File: src/rtl/crypt_pkg.sv
// Shared definitions for the stream cipher pair (encryptor / decryptor).
package crypt_pkg;

  typedef logic [7:0] byte_t;

  // Secret key material, "K3yS3cr".
  localparam int SECRET_LEN   = 7;
  localparam int SECRET_IDX_W = $clog2(SECRET_LEN);
  localparam byte_t SECRET [0:SECRET_LEN-1] = '{
    8'h4B, 8'h33, 8'h79, 8'h53, 8'h33, 8'h63, 8'h72
  };

  // Undo the position offset first, then the key XOR.
  function automatic byte_t dec_byte(input byte_t c, input byte_t i, input byte_t key);
    byte_t t;
    t = c - i;
    return t ^ key;
  endfunction

  // Forward cipher: key XOR, then add the position offset (mod 256).
  function automatic byte_t enc_byte(input byte_t p, input byte_t i, input byte_t key);
    byte_t t;
    t = p ^ key;
    return t + i;
  endfunction

endpackage

File: src/rtl/key_index_ctr.sv
// Key index counter: walks 0..SEC_LEN-1 and wraps, with a clear that wins over step.
module key_index_ctr #(
  parameter int SEC_LEN = 7,
  localparam int KW = (SEC_LEN > 1) ? $clog2(SEC_LEN) : 1
) (
  input  logic          clk,
  input  logic          rst,
  input  logic          step,
  input  logic          clear,
  output logic [KW-1:0] k
);

  localparam logic [KW-1:0] K_MAX = KW'(SEC_LEN - 1);

  logic [KW-1:0] k_reg;

  // Advance on step, wrap at the last key byte, return to 0 on clear.
  always_ff @(posedge clk) begin
    if (rst) begin
      k_reg <= '0;
    end else if (clear) begin
      k_reg <= '0;
    end else if (step) begin
      k_reg <= (k_reg == K_MAX) ? '0 : k_reg + 1'b1;
    end
  end

  assign k = k_reg;

endmodule

File: src/rtl/stream_decryptor.sv
// Byte-serial, frame-aware decryptor with a single registered output stage.
module stream_decryptor
  import crypt_pkg::*;
#(
  parameter int MSG_LEN = 16,
  parameter int SEC_LEN = 7
) (
  input  logic       clk,
  input  logic       rst,
  input  logic       in_valid,
  output logic       in_ready,
  input  logic [7:0] in_data,
  input  logic       in_last,
  output logic       out_valid,
  input  logic       out_ready,
  output logic [7:0] out_data,
  output logic       out_last,
  output logic       frame_err,
  output logic       busy
);

  localparam int IW = (MSG_LEN > 1) ? $clog2(MSG_LEN) : 1;
  localparam int KW = (SEC_LEN > 1) ? $clog2(SEC_LEN) : 1;
  localparam logic [IW-1:0] I_MAX = IW'(MSG_LEN - 1);

  typedef enum logic {IDLE, RUN} dec_state_t;

  dec_state_t    state_reg, state_next;
  logic [IW-1:0] i_reg;
  logic [KW-1:0] k_val;

  logic       out_valid_reg;
  byte_t      out_data_reg;
  logic       out_last_reg;
  logic       frame_err_reg;

  logic       accept;
  logic       at_max;
  logic       end_msg;
  logic       err_next;
  byte_t      i_byte;
  byte_t      key;
  byte_t      plain;
  logic       busy_next;

  // The output register can take a new byte whenever it is empty or draining.
  assign in_ready = !out_valid_reg || out_ready;
  assign accept   = in_valid && in_ready;

  // A message closes on whichever comes first: the sender's last flag or the final index.
  assign at_max   = (i_reg == I_MAX);
  assign end_msg  = in_last || at_max;
  assign err_next = accept && end_msg && (in_last != at_max);

  // Offset uses only the low byte of the index, so it wraps modulo 256.
  assign i_byte = 8'(i_reg);
  assign key    = SECRET[SECRET_IDX_W'(k_val)];
  assign plain  = dec_byte(in_data, i_byte, key);

  key_index_ctr #(
    .SEC_LEN (SEC_LEN)
  ) u_key_index_ctr (
    .clk   (clk),
    .rst   (rst),
    .step  (accept),
    .clear (accept && end_msg),
    .k     (k_val)
  );

  // Byte index within the message: advances per accept, clears at message end.
  always_ff @(posedge clk) begin
    if (rst) begin
      i_reg <= '0;
    end else if (accept) begin
      i_reg <= end_msg ? '0 : i_reg + 1'b1;
    end
  end

  // FSM state register.
  always_ff @(posedge clk) begin
    if (rst) begin
      state_reg <= IDLE;
    end else begin
      state_reg <= state_next;
    end
  end

  // Next-state: enter RUN on a non-final first byte, leave on the final byte.
  always_comb begin
    state_next = state_reg;
    busy_next  = 1'b0;
    case (state_reg)
      IDLE: begin
        if (accept && !end_msg) begin
          state_next = RUN;
        end
      end
      RUN: begin
        busy_next = 1'b1;
        if (accept && end_msg) begin
          state_next = IDLE;
        end
      end
      default: state_next = IDLE;
    endcase
  end

  assign busy = busy_next;

  // Output stage: load on accept, drop valid after a drain with no new byte.
  always_ff @(posedge clk) begin
    if (rst) begin
      out_valid_reg <= 1'b0;
      out_data_reg  <= '0;
      out_last_reg  <= 1'b0;
    end else if (accept) begin
      out_valid_reg <= 1'b1;
      out_data_reg  <= plain;
      out_last_reg  <= end_msg;
    end else if (out_ready) begin
      out_valid_reg <= 1'b0;
    end
  end

  // Framing error is a single-cycle pulse tied to the offending byte's load.
  always_ff @(posedge clk) begin
    if (rst) begin
      frame_err_reg <= 1'b0;
    end else begin
      frame_err_reg <= err_next;
    end
  end

  assign out_valid = out_valid_reg;
  assign out_data  = out_data_reg;
  assign out_last  = out_last_reg;
  assign frame_err = frame_err_reg;

endmodule

File: config.mk
export PLATFORM = sky130hd
export DESIGN_NAME = stream_decryptor
export DESIGN_NICKNAME = d
export VERILOG_FILES = /design/src/rtl/crypt_pkg.sv /design/src/rtl/key_index_ctr.sv /design/src/rtl/stream_decryptor.sv
export SDC_FILE = /design/constraint.sdc
export NUM_CORES = 1
export LEC_CHECK = 0
export CAP_MARGIN = 20
export CORE_ASPECT_RATIO = 1.1
export CORE_MARGIN = 8
export CORE_UTILIZATION = 49
export DETAILED_ROUTE_END_ITERATION = 16
export PLACE_DENSITY_LB_ADDON = 0.08
export SYNTH_ARGS = -nofsm -noshare
export SYNTH_HDL_FRONTEND = slang
export SYNTH_SLANG_ARGS = --single-unit
File: constraint.sdc
create_clock -name clk -period 2.2 [get_ports clk]
set_clock_uncertainty 0.1 [all_clocks]
set_input_delay 0.44 -clock clk [delete_from_list [all_inputs] [get_ports clk]]
set_output_delay 0.44 -clock clk [all_outputs]
set_load 0.05 [all_outputs]
Word-level counts from Yosys, hierarchy flattened
Memory sizes are Yosys's and may differ from the RTL's.
Cells that the tools add are included.
{"block": "word_totals", "n_memories": 1, "regBits": 19, "inputBits": 13, "mem_bits_ro": 64}
{"block": "classes", "mux": 10, "bitwise_logic": 3, "magnitude_cmp": 1, "add_sub_neg": 3, "reduce_logical": 10, "eq_ne": 3}
{"memory": "(no name shown)", "depth": 8, "word_bits": 8, "read_ports": 1, "rd_ports_with_merged_regs": 0, "wr": 0, "line_no": "stream_decryptor.sv:57", "text": "assign key = SECRET[SECRET_IDX_W'(k_val)];"}
{"operator": "8-bit two-way mux", "n": 2}
{"operator": "8-bit by 4-bit subtractor with 8-bit output", "n": 1}
{"operator": "8-bit XOR", "n": 1}
{"operator": "1-bit two-way mux", "n": 5}
{"operator": "4-bit by 1-bit adder with 4-bit output (second input constant)", "n": 1}
{"operator": "4-bit == test (second input constant)", "n": 1}
{"operator": "4-bit >= comparator (second input constant)", "n": 1}
{"operator": "1-bit logical AND", "n": 4}
{"operator": "4-bit two-way mux", "n": 1}
{"operator": "3-bit NOT with 4-bit output", "n": 1}
{"operator": "3-bit by 1-bit adder with 3-bit output (second input constant)", "n": 1}
{"operator": "3-bit == test (second input constant)", "n": 1}
{"operator": "3-bit two-way mux", "n": 1}
{"operator": "1-bit logical NOT", "n": 2}
{"operator": "1-bit logical OR", "n": 2}
{"operator": "1-bit one-hot mux with 2 select lines", "n": 1}
{"operator": "2-bit nonzero test", "n": 1}
{"operator": "2-bit OR reduction", "n": 1}
{"operator": "1-bit != test", "n": 1}
{"operator": "1-bit NOT", "n": 1}

Longest topological paths before layout
Gate-level depths: netlist of the first run.
{"block": "logic_depth", "depth_word": 6, "mapped_depth": 7, "mapped_depth_nobuf": 7}

By module
From an unflattened synthesis of the first run, not the netlist that was laid out.
{"block": "unflattened", "hier_cells": 132, "area_unflattened_um2": 1144.8}
{"module": "stream_decryptor", "area_per_inst_um2": 1012.2, "cells_each": 117, "n_inst": 1, "seq_area_each_um2": 320.3}
{"module": "key_index_ctr", "area_per_inst_um2": 132.6, "cells_each": 15, "n_inst": 1, "seq_area_each_um2": 60.1}

Worst setup path after synthesis of the first run
OpenSTA, ideal clock, no wires.
{"block": "synth_timing", "path_type": "flip-flop to flip-flop", "from": "register out_valid_reg (netlist: out_valid)", "to": "register out_last_reg (netlist: out_last)", "setup_slack_ps": 47, "path_stages_with_launch": 6, "t_arrival_ps": 1968, "cell_sequence": "dfxtp_1 > nand2b_1 > and2_1 > buf_2 > buf_2 > a211oi_1"}
{"block": "synth_via", "elab_chain_len": 3}
{"item": "from (decl)", "line_no": "stream_decryptor.sv:32", "text": "logic out_valid_reg;"}
{"item": "from (signal assigned)", "line_no": "stream_decryptor.sv:113", "text": "out_valid_reg <= 1'b0;"}
{"item": "from (signal assigned)", "line_no": "stream_decryptor.sv:117", "text": "out_valid_reg <= 1'b1;"}
{"item": "from (signal assigned)", "line_no": "stream_decryptor.sv:121", "text": "out_valid_reg <= 1'b0;"}
{"item": "1-bit logical NOT", "line_no": "stream_decryptor.sv:47", "text": "assign in_ready = !out_valid_reg || out_ready;"}
{"item": "1-bit logical OR", "line_no": "stream_decryptor.sv:47"}
{"item": "net in_ready", "line_no": "stream_decryptor.sv:11", "text": "output logic in_ready,"}
{"item": "1-bit logical AND", "line_no": "stream_decryptor.sv:48", "text": "assign accept = in_valid && in_ready;"}
{"item": "to (signal assigned)", "line_no": "stream_decryptor.sv:119", "text": "out_last_reg <= end_msg;"}
{"item": "to (decl)", "line_no": "stream_decryptor.sv:34", "text": "logic out_last_reg;"}
The timed path passes the listed nets, and every way through them passes these cells.
A chain may end at the register's enable or synchronous reset.

Worst setup path in the final report of the first run
{"block": "layout_timing", "from": "input in_data[1]", "to": "register out_data_reg[4] (netlist: out_data[4])"}
{"block": "layout_via", "elab_chain_len": 2}
{"item": "from (decl)", "line_no": "stream_decryptor.sv:12", "text": "input logic [7:0] in_data,"}
{"item": "8-bit by 4-bit subtractor with 8-bit output", "line_no": "crypt_pkg.sv:16", "text": "t = c - i;"}
{"item": "8-bit XOR", "line_no": "crypt_pkg.sv:17", "text": "return t ^ key;"}
{"item": "to (signal assigned)", "line_no": "stream_decryptor.sv:118", "text": "out_data_reg <= plain;"}
{"item": "to (decl)", "line_no": "stream_decryptor.sv:33", "text": "byte_t out_data_reg;"}
Every way passes these cells.

==> metrics.md, run 1 <==
| Metric | Value |
|---|---|
| Inst Count DP | 194 |
| Fillers | between 150 and 200 |
| GRT overflow | 0 |
| Fin crit period | 2.039 ns |
| Fin. Hold Viols | 0 |
| CTS buffer count | 3 |
| Gr usage total | 13.68% |
| F_max | slightly below 0.5 GHz |
| Slew @ Worst Pin | around 0.52 ns |
| CP max-delay cell | clkdlybuf4s50_1 |
| Largest net degree at the start of global routing | 12 |
| Crit Path Category | in2reg |
| Layout Area Growth over Synthesis | 38.52% |
| Starting Density | about 50% |
| Layout cells sized above 1 | 14.20% |
| Yosys reg bits | 19 |
| Final antenna-violating net count | 0 |
| Type of the worst min-delay path | reg2reg |
| PortBufs | 25 |
| Synth area leaders | dfxtp_1 (34%), ha_1 (11%), nor2_1 (6.4%), xnor2_1 (5.5%), a21oi_1 (4.5%) |
| NetSw | roughly 0.00029 W |
| Crit path buf inv count | 2 |
| Internal Pwr Total | between 0.0005 and 0.0006 W |
| Reg clk slew, reported paths | 0.10 ns |
| Synth async-reset ratio | 0% |
| Max Root-Sink Buffers | 2 |
| Total design power | 0.0008617 W |
| CP required | roughly 2.3 ns |
| CP cell instances | clkdlybuf4s50_1 > inv_1 > fa_2 > nand2b_4 > o2bb2ai_4 > or4_1 > nand3_1 |
| CTS sink count | 19 |
| Die ar. | a little over 4000 um^2 |
| Distinct cells, synth | 35 |
| Syn Nets | 155 |
| CTS Hold Buffers Added | 0 |
| Yosys top cell area share | 34.04% |
| Outcome | finished clean |
| Root buffer cell | clkbuf_4 |
| Vert. Die Dim | around 66 um |
| Nets | a little under 200 |
| H-tree lvl count | 1 |
| Maxcap violations | 0 |
| Clk pwr share | roughly 20% |
| Sum Neg Setup Slack | 0 ns |
| Unrepaired setup endpoints after global routing | no |
| Sequential-to-total area share from yosys stat | 34.04% |
| Post-synth EDFFs | 0 |
| Post-synth top cells | dfxtp_1 (19), nor2_1 (19), inv_1 (11) |
| Comb pwr share | a little over a third |
| Max FO, Critical Path | 4 |
| Core Area | 2207 um^2 |
| Initial drt markers | 23 |
| Yosys top cell by area | dfxtp_1 |
| Critical path capture point type | flip-flop |
| # rows | 18 |
| Drt pass-1 iters | 4 |
| IO Count | 26 |
| Seq pwr share | approximately 45% |
| CP peak stage delay | about 0.48 ns |
| Worst VDD drop | just under 0.4 mV |
| Clk Latency, worst-skew pair | around 0.29 ns |
| DP HPWL | around 2100 um |
| Mean area per synthesized cell | 8.529 um^2 |
| Worst Path Arrival | 2.18 ns |
| Final slew viol count | 0 |
| PwrDens | roughly 560 nW/um^2 |
| First-pass GRT wire length | 4471 um |
| Yosys Warn Count | 0 |
| Number of flip-flops in the largest register | 8 |
| Final worst path period share | around 93% |
| Final WL | around 2600 um |
| Pleak | ~0.6 nW |
| Most used flip-flop cell after synthesis | dfxtp_1 |
| Final setup viols | 0 |
| CP Launch Type | input port |
| Vias | approximately 1000 |
| Diode count | 0 |
| Synthesized cell area | about 1100 um^2 |
| Vias per cell | approximately 5.2 |
| Switching fraction of total power | approximately a third |
| Gpl congestion | between 0.8 and 0.9 |
| Initial antenna violation count | 0 |
| Slew Limit Headroom | 65.37% |
| Layout Cells excl Fill | roughly 200 |
| Cell family with most CP delay | simple AND/OR/NAND/NOR gates |
| Post-Synthesis Cells | ~130 |
| Die W | around 60 um |
| Post-route DRC violation count | 0 |
| DR WL/cell | between 10 and 15 um |
| Vias in the first global route | around 1100 |
| CTS tree | built |
[worst paths after layout]
kind	startpoint	to	slack (ns)	cells past startpoint
hold / removal	out_data[2]$_SDFFE_PP0N_	out_data[2]$_SDFFE_PP0N_	0.36	2
hold reg to reg	out_data[2]$_SDFFE_PP0N_	out_data[2]$_SDFFE_PP0N_	0.36	2
setup / recovery	in_data[1]	out_data[4]$_SDFFE_PP0N_	0.16	7
setup reg to reg	i_reg[0]$_SDFFE_PP0N_	out_data[4]$_SDFFE_PP0N_	0.23	6
[power groups by stage]
stage / sequential [W] / clock (W) / combinational, W
after global placement: 0.000392 / 0 / 0.000288
after global routing: 0.000389 / 0.000200 / 0.000325
final: 0.000385 / 0.000175 / 0.000302
after detailed placement: 0.000393 / 0 / 0.000294
after CTS: 0.000385 / 0.000182 / 0.000299
after floorplan: 0.000456 / 0 / 0.000120
[through the flow]
step | util, % | cell area (um^2) | hold slack [ns] | setup WS [ns]
floorplan | - | 1117 | 0.3716 | 0.04683
global placement | 67.06 | 1480 | 0.3444 | -0.3227
detailed placement | 67.06 | 1480 | 0.3396 | -0.3925
CTS | 68.88 | 1520 | 0.3630 | 0.01961
global route | 70.12 | 1548 | 0.4017 | 0.05806
finish | 70.12 | 1548 | 0.3633 | 0.1606
[layer usage]
metal | share of wire (%) | global-route usage (%) | up-vias
met2 | 49 | 23.32 | 25
met3 | 5.6 | 2.529 | 2
met4 | 0.54 | 4.274 | 0
li1 | - | - | 533
met1 | 45 | 16.54 | 475
met5 | 0 | 0 | -
[timing repair]
action,CTS,global route
endpoints found under the setup margin,2,2
resized for setup,2,4
pin swaps,2,3
setup buffers,0,1
[final cells by class]
cell class | instances | area, um^2 | share of cell area, %
Multi-Input combinational cell | 96 | 694.4 | 44.87
Sequential cell | 19 | 380.4 | 24.58
Timing Repair Buffer | 39 | 367.9 | 23.77
Inverter | 11 | 41.29 | 2.668
Tap cell | 30 | 37.54 | 2.425
Clock buffer | 4 | 26.28 | 1.698
[placed cells by master, fill, tap and decap left out, types with 2 or more instances in the layout]
cell type        count
or3_1                2
inv_1               11
xor2_1               2
o21ai_0              4
mux2i_1              2
nor4_1               2
nand2b_1             3
a211oi_1             5
dfxtp_1             19
nand3_1              5
nand2_1              7
clkdlybuf4s50_1     23
nor2_1              19
a21oi_1             10
clkbuf_4             3
xnor2_1              7
buf_4               14
nand3b_1             2
ha_1                 9
[cell families (layout without fill, tap and decap cells)]
| group | after synthesis | after routing | synth area share, % |
|---|---|---|---|
| AO/OA/AOI/OAI | 27 | 27 | 16.80 |
| multiplexers | 2 | 2 | 1.792 |
| AND/OR/NAND/NOR | 47 | 47 | 20.72 |
| flip-flops | 19 | 19 | 34.04 |
| XOR/XNOR | 9 | 9 | 7.055 |
| buffers and inverters | 16 | 54 | 6.607 |
| adder cells (fa/ha/maj) | 11 | 11 | 12.99 |
[tightest hold or removal path, cell delays in order (launching register included)]
cell and delay, ns:
dfxtp_1 0.33, nand2_1 0.05, a21oi_1 0.05
Power figures use the tool's default switching activity.
==> run 2, diff against run 1 <==
--- a/config.mk
+++ b/config.mk
@@ -10,6 +10,7 @@
 export CORE_MARGIN = 8
 export CORE_UTILIZATION = 49
 export DETAILED_ROUTE_END_ITERATION = 16
+export GPL_ROUTABILITY_DRIVEN = 1
 export PLACE_DENSITY_LB_ADDON = 0.08
 export SYNTH_ARGS = -nofsm -noshare
 export SYNTH_HDL_FRONTEND = slang
==> results of run 2 <==
The final DEF is identical to that of run 1; final timing and power are the same.
